$ cat src/rtl/mem_issue_fifo.sv
// mem_issue_fifo: in-order issue buffer feeding the memory execution pipe (pipe 3).
// Holds dispatched load/store uops with their operands in program order and
// presents the oldest one whenever pipe 3 is not busy. Presentation is the
// handshake: pipe 3 latches any valid uop shown while its busy is low.
//
// Ports:
//   clock       rising-edge clock
//   reset       asynchronous active-low reset
//   enq_uop     dispatched uop; push requested when enq_uop.valid
//   enq_in1     base address operand
//   enq_in2     store data operand
//   enq_ready   buffer can accept a push this cycle
//   flush       discard all entries
//   pipe_busy   pipe 3 busy
//   deq_uop     uop presented to pipe 3 (.valid marks an issue)
//   deq_in1     in1 to pipe 3
//   deq_in2     in2 to pipe 3
//   count       current occupancy
//   issued_cnt  uops issued since reset (wraps)

package mem_issue_pkg;
  typedef struct packed {
    logic        valid;
    logic [3:0]  fu_code;
    logic [1:0]  mem_type;
    logic [7:0]  tag;
    logic [31:0] imm;
  } micro_op_t;
endpackage

module mem_issue_fifo
  import mem_issue_pkg::*;
#(
  parameter int unsigned DEPTH = 8
) (
  input  logic                     clock,
  input  logic                     reset,
  input  micro_op_t                enq_uop,
  input  logic [31:0]              enq_in1,
  input  logic [31:0]              enq_in2,
  output logic                     enq_ready,
  input  logic                     flush,
  input  logic                     pipe_busy,
  output micro_op_t                deq_uop,
  output logic [31:0]              deq_in1,
  output logic [31:0]              deq_in2,
  output logic [$clog2(DEPTH):0]   count,
  output logic [31:0]              issued_cnt
);

  localparam int unsigned AW = $clog2(DEPTH);
  localparam int unsigned PW = AW + 1;

  micro_op_t   mem_uop [DEPTH];
  logic [31:0] mem_in1 [DEPTH];
  logic [31:0] mem_in2 [DEPTH];

  // Pointers carry one extra MSB so full and empty are distinguishable.
  logic [PW-1:0] head;
  logic [PW-1:0] tail;
  logic [AW-1:0] head_idx;
  logic [AW-1:0] tail_idx;

  logic full;
  logic empty;
  logic push;
  logic issue;

  assign head_idx = head[AW-1:0];
  assign tail_idx = tail[AW-1:0];

  assign count = tail - head;
  assign full  = (count == PW'(DEPTH));
  assign empty = (count == '0);

  assign enq_ready = reset & ~full;
  assign push      = enq_uop.valid & enq_ready & ~flush;
  assign issue     = ~empty & ~pipe_busy & ~flush;

  assign deq_uop = issue ? mem_uop[head_idx] : '0;
  assign deq_in1 = issue ? mem_in1[head_idx] : '0;
  assign deq_in2 = issue ? mem_in2[head_idx] : '0;

  always_ff @(posedge clock or negedge reset) begin
    if (!reset) begin
      head       <= '0;
      tail       <= '0;
      issued_cnt <= '0;
      for (int unsigned i = 0; i < DEPTH; i++) begin
        mem_uop[i] <= '0;
        mem_in1[i] <= '0;
        mem_in2[i] <= '0;
      end
    end else if (flush) begin
      head <= '0;
      tail <= '0;
    end else begin
      if (push) begin
        mem_uop[tail_idx] <= enq_uop;
        mem_in1[tail_idx] <= enq_in1;
        mem_in2[tail_idx] <= enq_in2;
        tail              <= tail + 1'b1;
      end
      if (issue) begin
        head       <= head + 1'b1;
        issued_cnt <= issued_cnt + 1'b1;
      end
    end
  end

endmodule

$ cat config.mk
export PLATFORM = sky130hd
export DESIGN_NAME = mem_issue_fifo
export DESIGN_NICKNAME = d
export VERILOG_FILES = /design/src/rtl/mem_issue_fifo.sv
export SDC_FILE = /design/constraint.sdc
export NUM_CORES = 1
export LEC_CHECK = 0
export ABC_AREA = 1
export CAP_MARGIN = 20
export CORE_AREA = 2 2 462 464
export DETAILED_ROUTE_END_ITERATION = 12
export DIE_AREA = 0 0 464 466
export PLACE_DENSITY_LB_ADDON = 0.3
export SLEW_MARGIN = 25
export SYNTH_ARGS = -nofsm -noshare
export SYNTH_HDL_FRONTEND = slang
export SYNTH_SLANG_ARGS = --single-unit
$ cat constraint.sdc
create_clock -name clock -period 2.9 [get_ports clock]
set_input_delay 0.29 -clock clock [delete_from_list [all_inputs] [get_ports clock]]
set_output_delay 0.29 -clock clock [all_outputs]
set_load 0.01 [all_outputs]
==> flow_metrics.env, run 1 <==
export IMPL_fin_tns_setup_ns=-66.13
export IMPL_num_rows=169
export IMPL_skew_ns=0.0198
export IMPL_async_flop_share_pct=100
export IMPL_num_io_pins=263
export IMPL_crit_buf_inv=7
export IMPL_reg2reg_slack_ns=-0.08
export IMPL_rsz0062_at_grt="yes"
export IMPL_ys_seq_area_share_pct=44.1
export IMPL_synth_fp_nets=7171
export IMPL_setup_viol=386
export IMPL_synth_edff_count=0
export IMPL_via_count=49200
export IMPL_die_y_um=466
export IMPL_synth_area_sq_um=52700
export IMPL_cp_required_ns=2.61
export IMPL_path_cells="ha_4 > inv_4 > fa_2 > or2_1 > nor2_2 > nand2_2 > nand2_4 > nor2_4 > inv_8 > buf_12 > buf_12 > buf_16 > buf_6 > nor2_4 > buf_6"
export IMPL_clk_path_buf_depth=3
export IMPL_drtPass1Iterations=6
export IMPL_violations="negative setup slack"
export IMPL_antenna_found_initial=29
export IMPL_cpLargestDelayFamily="buffers and inverters"
export IMPL_cts_inserted_buffers=113
export IMPL_clk_pin_slew_ns=0.06
export IMPL_yosysMostFrequentCell="nand2_1"
export IMPL_finalCritPeriodShare_pct=123
export IMPL_tightestPinTransition_ns=1.07
export IMPL_power_leakage_nw=30.6
export IMPL_yosysWarnings=0
export IMPL_dieArea_sq_um=216000
export IMPL_gp_congestion=0.799
export IMPL_initial_utilization_pct=24.9
export IMPL_drt_wl_total_um=216000
export IMPL_fp_coreArea_sq_um=211000
export IMPL_fill_cells=22200
export IMPL_ys_flop_type="dfrtp_1"
export IMPL_cts_tree="built"
export IMPL_drt_iter0_markers=4609
export IMPL_cts_sinks=928
export IMPL_drtAntennaViolNets=0
export IMPL_drive_above_1_share_pct=12.4
export IMPL_max_cap_violations=0
export IMPL_htreeDepth=3
export IMPL_outcome="finished with violations"
export IMPL_cp_arrival_ns=3.29
export IMPL_grt_pass1_vias=46800
export IMPL_timing_final_ws_setup_ns=-0.678
export IMPL_drv_slew=0
export IMPL_synth_commonest_cells="nand2_1 (1348), dfrtp_1 (928), inv_1 (927)"
export IMPL_post_dp_hpwl_um=110000
export IMPL_period_needed_ns=3.58
export IMPL_slowest_stage="dfrtp_4"
export IMPL_dieWidth_um=464
export IMPL_grt_overflow=0
export IMPL_place_area_sq_um=58900
export IMPL_portBuffers=262
export IMPL_yosysTopAreaCellShare_pct=44.1
export IMPL_power_density_nw_per_um2=818
export IMPL_grt_max_degree=152
export IMPL_syn_inst=7049
export IMPL_cts_root_buf="clkbuf_16"
export IMPL_regArea_sq_um=23200
export IMPL_hold_class="in -> async"
export IMPL_peakVddDrop_uv=551
export IMPL_grt_usage_pct=18.3
export IMPL_ys_types=32
export IMPL_crit_type="reg -> out"
export IMPL_whs_ns=0.0652
export IMPL_power_total_w=0.0547
export IMPL_hold_viol=0
export IMPL_path_max_fanout=6
export IMPL_grt_pass1_wl_um=307000
export IMPL_multi_input_area_sq_um=23500
export IMPL_max_slew_margin_pct=28.9
export IMPL_viasPerCell=4.86
export IMPL_start_kind="flop"
export IMPL_routedWlPerCell_um=21.4
export IMPL_clock_fmax_ghz=0.279
export IMPL_cp_end_kind="output pin"
export IMPL_synth_top_area_cell="dfrtp_1"
export IMPL_layout_nets=7315
export IMPL_syn_area_per_cell_sq_um=7.47
export IMPL_ys_seq_elements=928
export IMPL_stdcell_area_sq_um=66900
export IMPL_synth_area_leaders="dfrtp_1 (44%), o21bai_1 (13%), nand2_1 (9.6%)"
export IMPL_drt_drc_violations_left=0
export IMPL_layout_area_overhead_vs_synth_pct=27.0
export IMPL_clock_latency_ns=0.76
export IMPL_slowest_delay_ns=0.49
-- through the flow --
step	util [%]	instances	worst slack, ns
after floorplan	-	7049	0.00966
after global placement	27.9	9697	-0.161
after detailed placement	27.9	9697	-0.114
after CTS	29.9	9942	-0.834
after global routing	31.7	10100	-0.781
final	31.7	10100	-0.678
-- placed cells by master, fill, tap and decap left out, types with 47 or more instances in the layout --
cell type	instances
clkdlybuf4s50_1	146
a21oi_1	229
o21bai_1	872
clkbuf_16	192
o21ai_0	650
nor2_1	315
nand3_1	853
o21ai_1	47
buf_2	83
inv_1	916
buf_12	97
nand2_1	1339
dfrtp_1	926
buf_4	176
buf_6	66
-- per-layer routing --
layer  share of wire [%]  vias up  track usage [%]  wire length [um]
met2                  47     1628             30.7            103000
met4                 2.8       30             5.27              6020
li1                    -    22800                -                 -
met3                 6.0      312             2.93             13000
met5               0.083        -                0               179
met1                  44    24300             24.2             94600
-- state kept, by name, summed over array words and instances (netlist names) --
signal	flops
tail	4
mem_in1	256
issued_cnt	32
mem_in2	256
head	4
mem_uop	376
-- timing repair --
action	in CTS	in global routing
setup buffers	35	61
cloned	8	103
endpoints found under the setup margin	115	961
endpoints found under the hold margin	67	0
resized for setup	414	372
hold buffers	1	0
pin swaps	2	69
-- worst paths after layout --
kind | from | endpoint | depth (start not counted)
min in group clock | enq_uop[8] | mem_uop[290]$_DFFE_PN0P_ | 3
max in group asynchronous | reset | mem_uop[158]$_DFFE_PN0P_ | 4
worst max register to register | tail[0]$_DFFE_PN0P_ | mem_in1[242]$_DFFE_PN0P_ | 18
worst max-delay path | head[0]$_DFFE_PN0P_ | deq_in1[9] | 15
worst min register to register | mem_uop[281]$_DFFE_PN0P_ | mem_uop[281]$_DFFE_PN0P_ | 2
worst min-delay path | reset | mem_uop[313]$_DFFE_PN0P_ | 2
-- report_power, final --
group          total, W  internal (W)  switching, W  leakage [nW]
Sequential       0.0168        0.0159      0.000916          9.28
Clock            0.0144       0.00823       0.00613          1.82
Combinational    0.0235       0.00907        0.0145          19.5
Total            0.0547        0.0332        0.0215          30.6
-- kinds of logic after synthesis --
group / after synthesis / synth area share, %
AND/OR/NAND/NOR: 2661 / 21.3
AO/OA/AOI/OAI: 1811 / 21.4
buffers and inverters: 1619 / 12.7
flip-flops: 928 / 44.1
XOR/XNOR: 23 / 0.382
adder cells (fa/ha/maj): 7 / 0.181
-- final cells by class --
cell class                 count  share of cell area (%)
antenna                        4                  0.0150
clock buffer                 167                    5.03
clock inverter                34                   0.468
inverter                     930                    5.32
multi-input combinational   4503                    35.2
sequential                   928                    34.7
tap                         2821                    5.28
timing repair buffer         717                    13.9
Note: power is estimated with default switching activity, not from simulation.
==> inputs of run 2 (changes only) <==
--- a/config.mk
+++ b/config.mk
@@ -12,5 +12,5 @@
 export DIE_AREA = 0 0 464 466
 export PLACE_DENSITY_LB_ADDON = 0.3
-export SLEW_MARGIN = 25
+export SLEW_MARGIN = 20
 export SYNTH_ARGS = -nofsm -noshare
 export SYNTH_HDL_FRONTEND = slang
==> constraint.sdc (replaced) <==
create_clock -name clock -period 2.9 [get_ports clock]
set_input_delay 0.87 -clock clock [delete_from_list [all_inputs] [get_ports clock]]
set_output_delay 0.87 -clock clock [all_outputs]
set_load 0.01 [all_outputs]
==> run 2 against run 1 <==
  * Power down 1.0%
  * Register-to-register slack lost 0.10 ns
  * Largest cell class unchanged
  * Highest routed layer unchanged
  * Flip-flop and latch count is the same
  * Cell count shrank 1.1%
  * Final area decreased by 2.6%
  * Non-clock buffer count shrank 129
  * Critical endpoint is now deq_in1[27]
  * The flow still finishes with violations (negative setup slack)
  * Sequential power barely moved
==> flow_metrics.env, run 2 (same netlist as run 1, synthesis figures left out) <==
export IMPL_start_kind="flop"
export IMPL_hold_viol=0
export IMPL_dieWidth_um=464
export IMPL_cts_root_buf="clkbuf_16"
export IMPL_clock_fmax_ghz=0.240
export IMPL_max_flop_register="mem_uop"
export IMPL_drt_drc_violations_left=0
export IMPL_cp_end_kind="output pin"
export IMPL_rsz0062_at_grt="yes"
export IMPL_drtPass1Iterations=6
export IMPL_num_io_pins=263
export IMPL_placed_cells=9674
export IMPL_max_slew_margin_pct=28.8
export IMPL_grt_max_degree=199
export IMPL_drt_wl_total_um=208000
export IMPL_clkPwrFrac_pct=27.4
export IMPL_crit_type="reg -> out"
export IMPL_cp_arrival_ns=3.29
export IMPL_path_max_fanout=7
export IMPL_switchingPower_w=0.0213
export IMPL_cts_sinks=928
export IMPL_drv_slew=0
export IMPL_fill_cells=22400
export IMPL_layout_nets=7185
export IMPL_grt_usage_pct=18.3
export IMPL_grt_pass1_vias=47000
export IMPL_seqPwrFrac_pct=31.1
export IMPL_cts_inserted_buffers=113
export IMPL_dieArea_sq_um=216000
export IMPL_grt_overflow=0
export IMPL_timing_final_ws_setup_ns=-1.26
export IMPL_reg2reg_slack_ns=-0.18
export IMPL_initial_utilization_pct=24.9
export IMPL_layout_area_overhead_vs_synth_pct=23.6
export IMPL_die_y_um=466
export IMPL_max_cap_violations=0
export IMPL_via_count=48400
export IMPL_reg_top3="mem_uop x376, mem_in1 x256, mem_in2 x256"
export IMPL_violations="negative setup slack"
export IMPL_largest_reg_flops=376
export IMPL_swShare_pct=39.2
export IMPL_htreeDepth=3
export IMPL_reg2reg_from="head[0]$_DFFE_PN0P_"
export IMPL_outcome="finished with violations"
export IMPL_viasPerCell=4.84
export IMPL_grt_pass1_wl_um=306000
export IMPL_antenna_found_initial=28
export IMPL_hold_class="in -> async"
export IMPL_cts_tree="built"
export IMPL_setup_viol=622
export IMPL_dp_worst_setup_slack_ns=-0.763
export IMPL_drive_above_1_share_pct=10.5
export IMPL_peakVddDrop_uv=508
export IMPL_fp_coreArea_sq_um=211000
export IMPL_gp_congestion=0.801
export IMPL_layout_common_cells="nand2_1 (1343), dfrtp_1 (926), inv_1 (915)"
export IMPL_clk_pin_slew_ns=0.06
export IMPL_tightestPinTransition_ns=1.07
export IMPL_routedWlPerCell_um=20.8
export IMPL_fin_tns_setup_ns=-150.97
export IMPL_p_int_w=0.0329
export IMPL_skew_ns=0.0534
export IMPL_crit_start="tail[0]$_DFFE_PN0P_"
export IMPL_final_common_cell="nand2_1"
export IMPL_power_density_nw_per_um2=832
export IMPL_num_rows=169
export IMPL_power_leakage_nw=29.6
export IMPL_drt_iter0_markers=4379
export IMPL_finalCritPeriodShare_pct=144
export IMPL_portBuffers=262
export IMPL_clk_path_buf_depth=3
export IMPL_drtAntennaViolNets=0
export IMPL_post_dp_hpwl_um=107000
export IMPL_r2r_cells=17
export IMPL_clock_latency_ns=0.81
export IMPL_fin_cells=9992
export IMPL_reg2reg_to="mem_in2[250]$_DFFE_PN0P_"
export IMPL_p_comb_share_pct=41.5
export IMPL_period_needed_ns=4.16
export IMPL_cp_required_ns=2.03
[run 2: changes by cell type in the layout (fill, tap and decap cells not counted), moves of 7 or more]
cell and delta:
nand3_2 -40, nor2_2 +21, nand3_1 +42, nor2_4 +20
diode_2 +7, clkdlybuf4s15_1 +21, buf_12 +16, buf_8 -10
clkbuf_1 +13, buf_4 -42, buf_2 -44, nor2_1 -42
clkbuf_16 -59, buf_16 -11
[run 2: per-stage QoR]
step	hold WS, ns	util [%]	area (sq um)	power [W]
floorplan	0.424	-	52900	0.0295
global placement	0.437	28.0	59000	0.0376
detailed placement	0.441	28.0	59000	0.0377
CTS	0.0488	30.2	63800	0.0535
global route	0.0844	30.8	65100	0.0577
finish	0.102	30.8	65100	0.0542
[run 2: worst max-delay path, stage by stage (launching register included)]
cell	delay, ns
dfrtp_1	0.39
inv_2	0.09
ha_4	0.14
inv_4	0.04
fa_2	0.57
or2_4	0.12
nor2_4	0.03
nand2_2	0.07
nand2_2	0.08
nor2_4	0.16
inv_8	0.06
buf_12	0.13
buf_12	0.12
buf_12	0.14
buf_12	0.16
nor2_4	0.11
buf_6	0.10
[run 2: worst max path at each step]
stage                        to  slack, ns  cells past startpoint
global placement    deq_uop[27]      -0.84                     15
finish              deq_in1[27]      -1.26                     16
global route        deq_in1[27]      -1.41                     16
detailed placement  deq_uop[26]      -0.76                     15
CTS                 deq_uop[19]      -1.40                     16
floorplan           deq_in1[21]      -0.38                     14
[run 2: power groups by stage]
| stage | Sequential (W) | Clock [W] | Combinational [W] |
|---|---|---|---|
| 2_1_floorplan | 0.0168 | 0 | 0.0127 |
| 3_3_place_gp | 0.0170 | 0 | 0.0206 |
| 3_5_place_dp | 0.0171 | 0 | 0.0206 |
| 4_1_cts | 0.0168 | 0.0152 | 0.0215 |
| 5_1_grt | 0.0171 | 0.0157 | 0.0249 |
| 6_report | 0.0168 | 0.0148 | 0.0225 |
[run 2: cell type report]
type / count / area, sq um / area share (%)
clock inverters: 36 / 475 / 0.730
multi-input cells: 4502 / 23500 / 36.1
flip-flops and latches: 928 / 23200 / 35.7
diodes: 11 / 27.5 / 0.0423
clock buffers: 176 / 3370 / 5.17
repair buffers: 588 / 7450 / 11.4
well taps: 2821 / 3530 / 5.42
inverters: 930 / 3560 / 5.47
[run 2: per-layer routing]
layer,vias to the layer above,wire [um],track usage [%]
met1,23900,92400,24.5
li1,22600,-,-
met4,12,5680,5.71
met2,1572,98400,30.5
met5,-,72,0
met3,302,11200,2.41
[run 2: timing repair]
| item | in CTS | in global routing |
|---|---|---|
| endpoints found under the setup margin | 458 | 994 |
| buffers inserted | 36 | 25 |
| cloned | 17 | 26 |
| hold buffers | 0 | 0 |
| gates resized for setup | 434 | 238 |
| pin swaps | 12 | 28 |
| endpoints found under the hold margin | 0 | 0 |
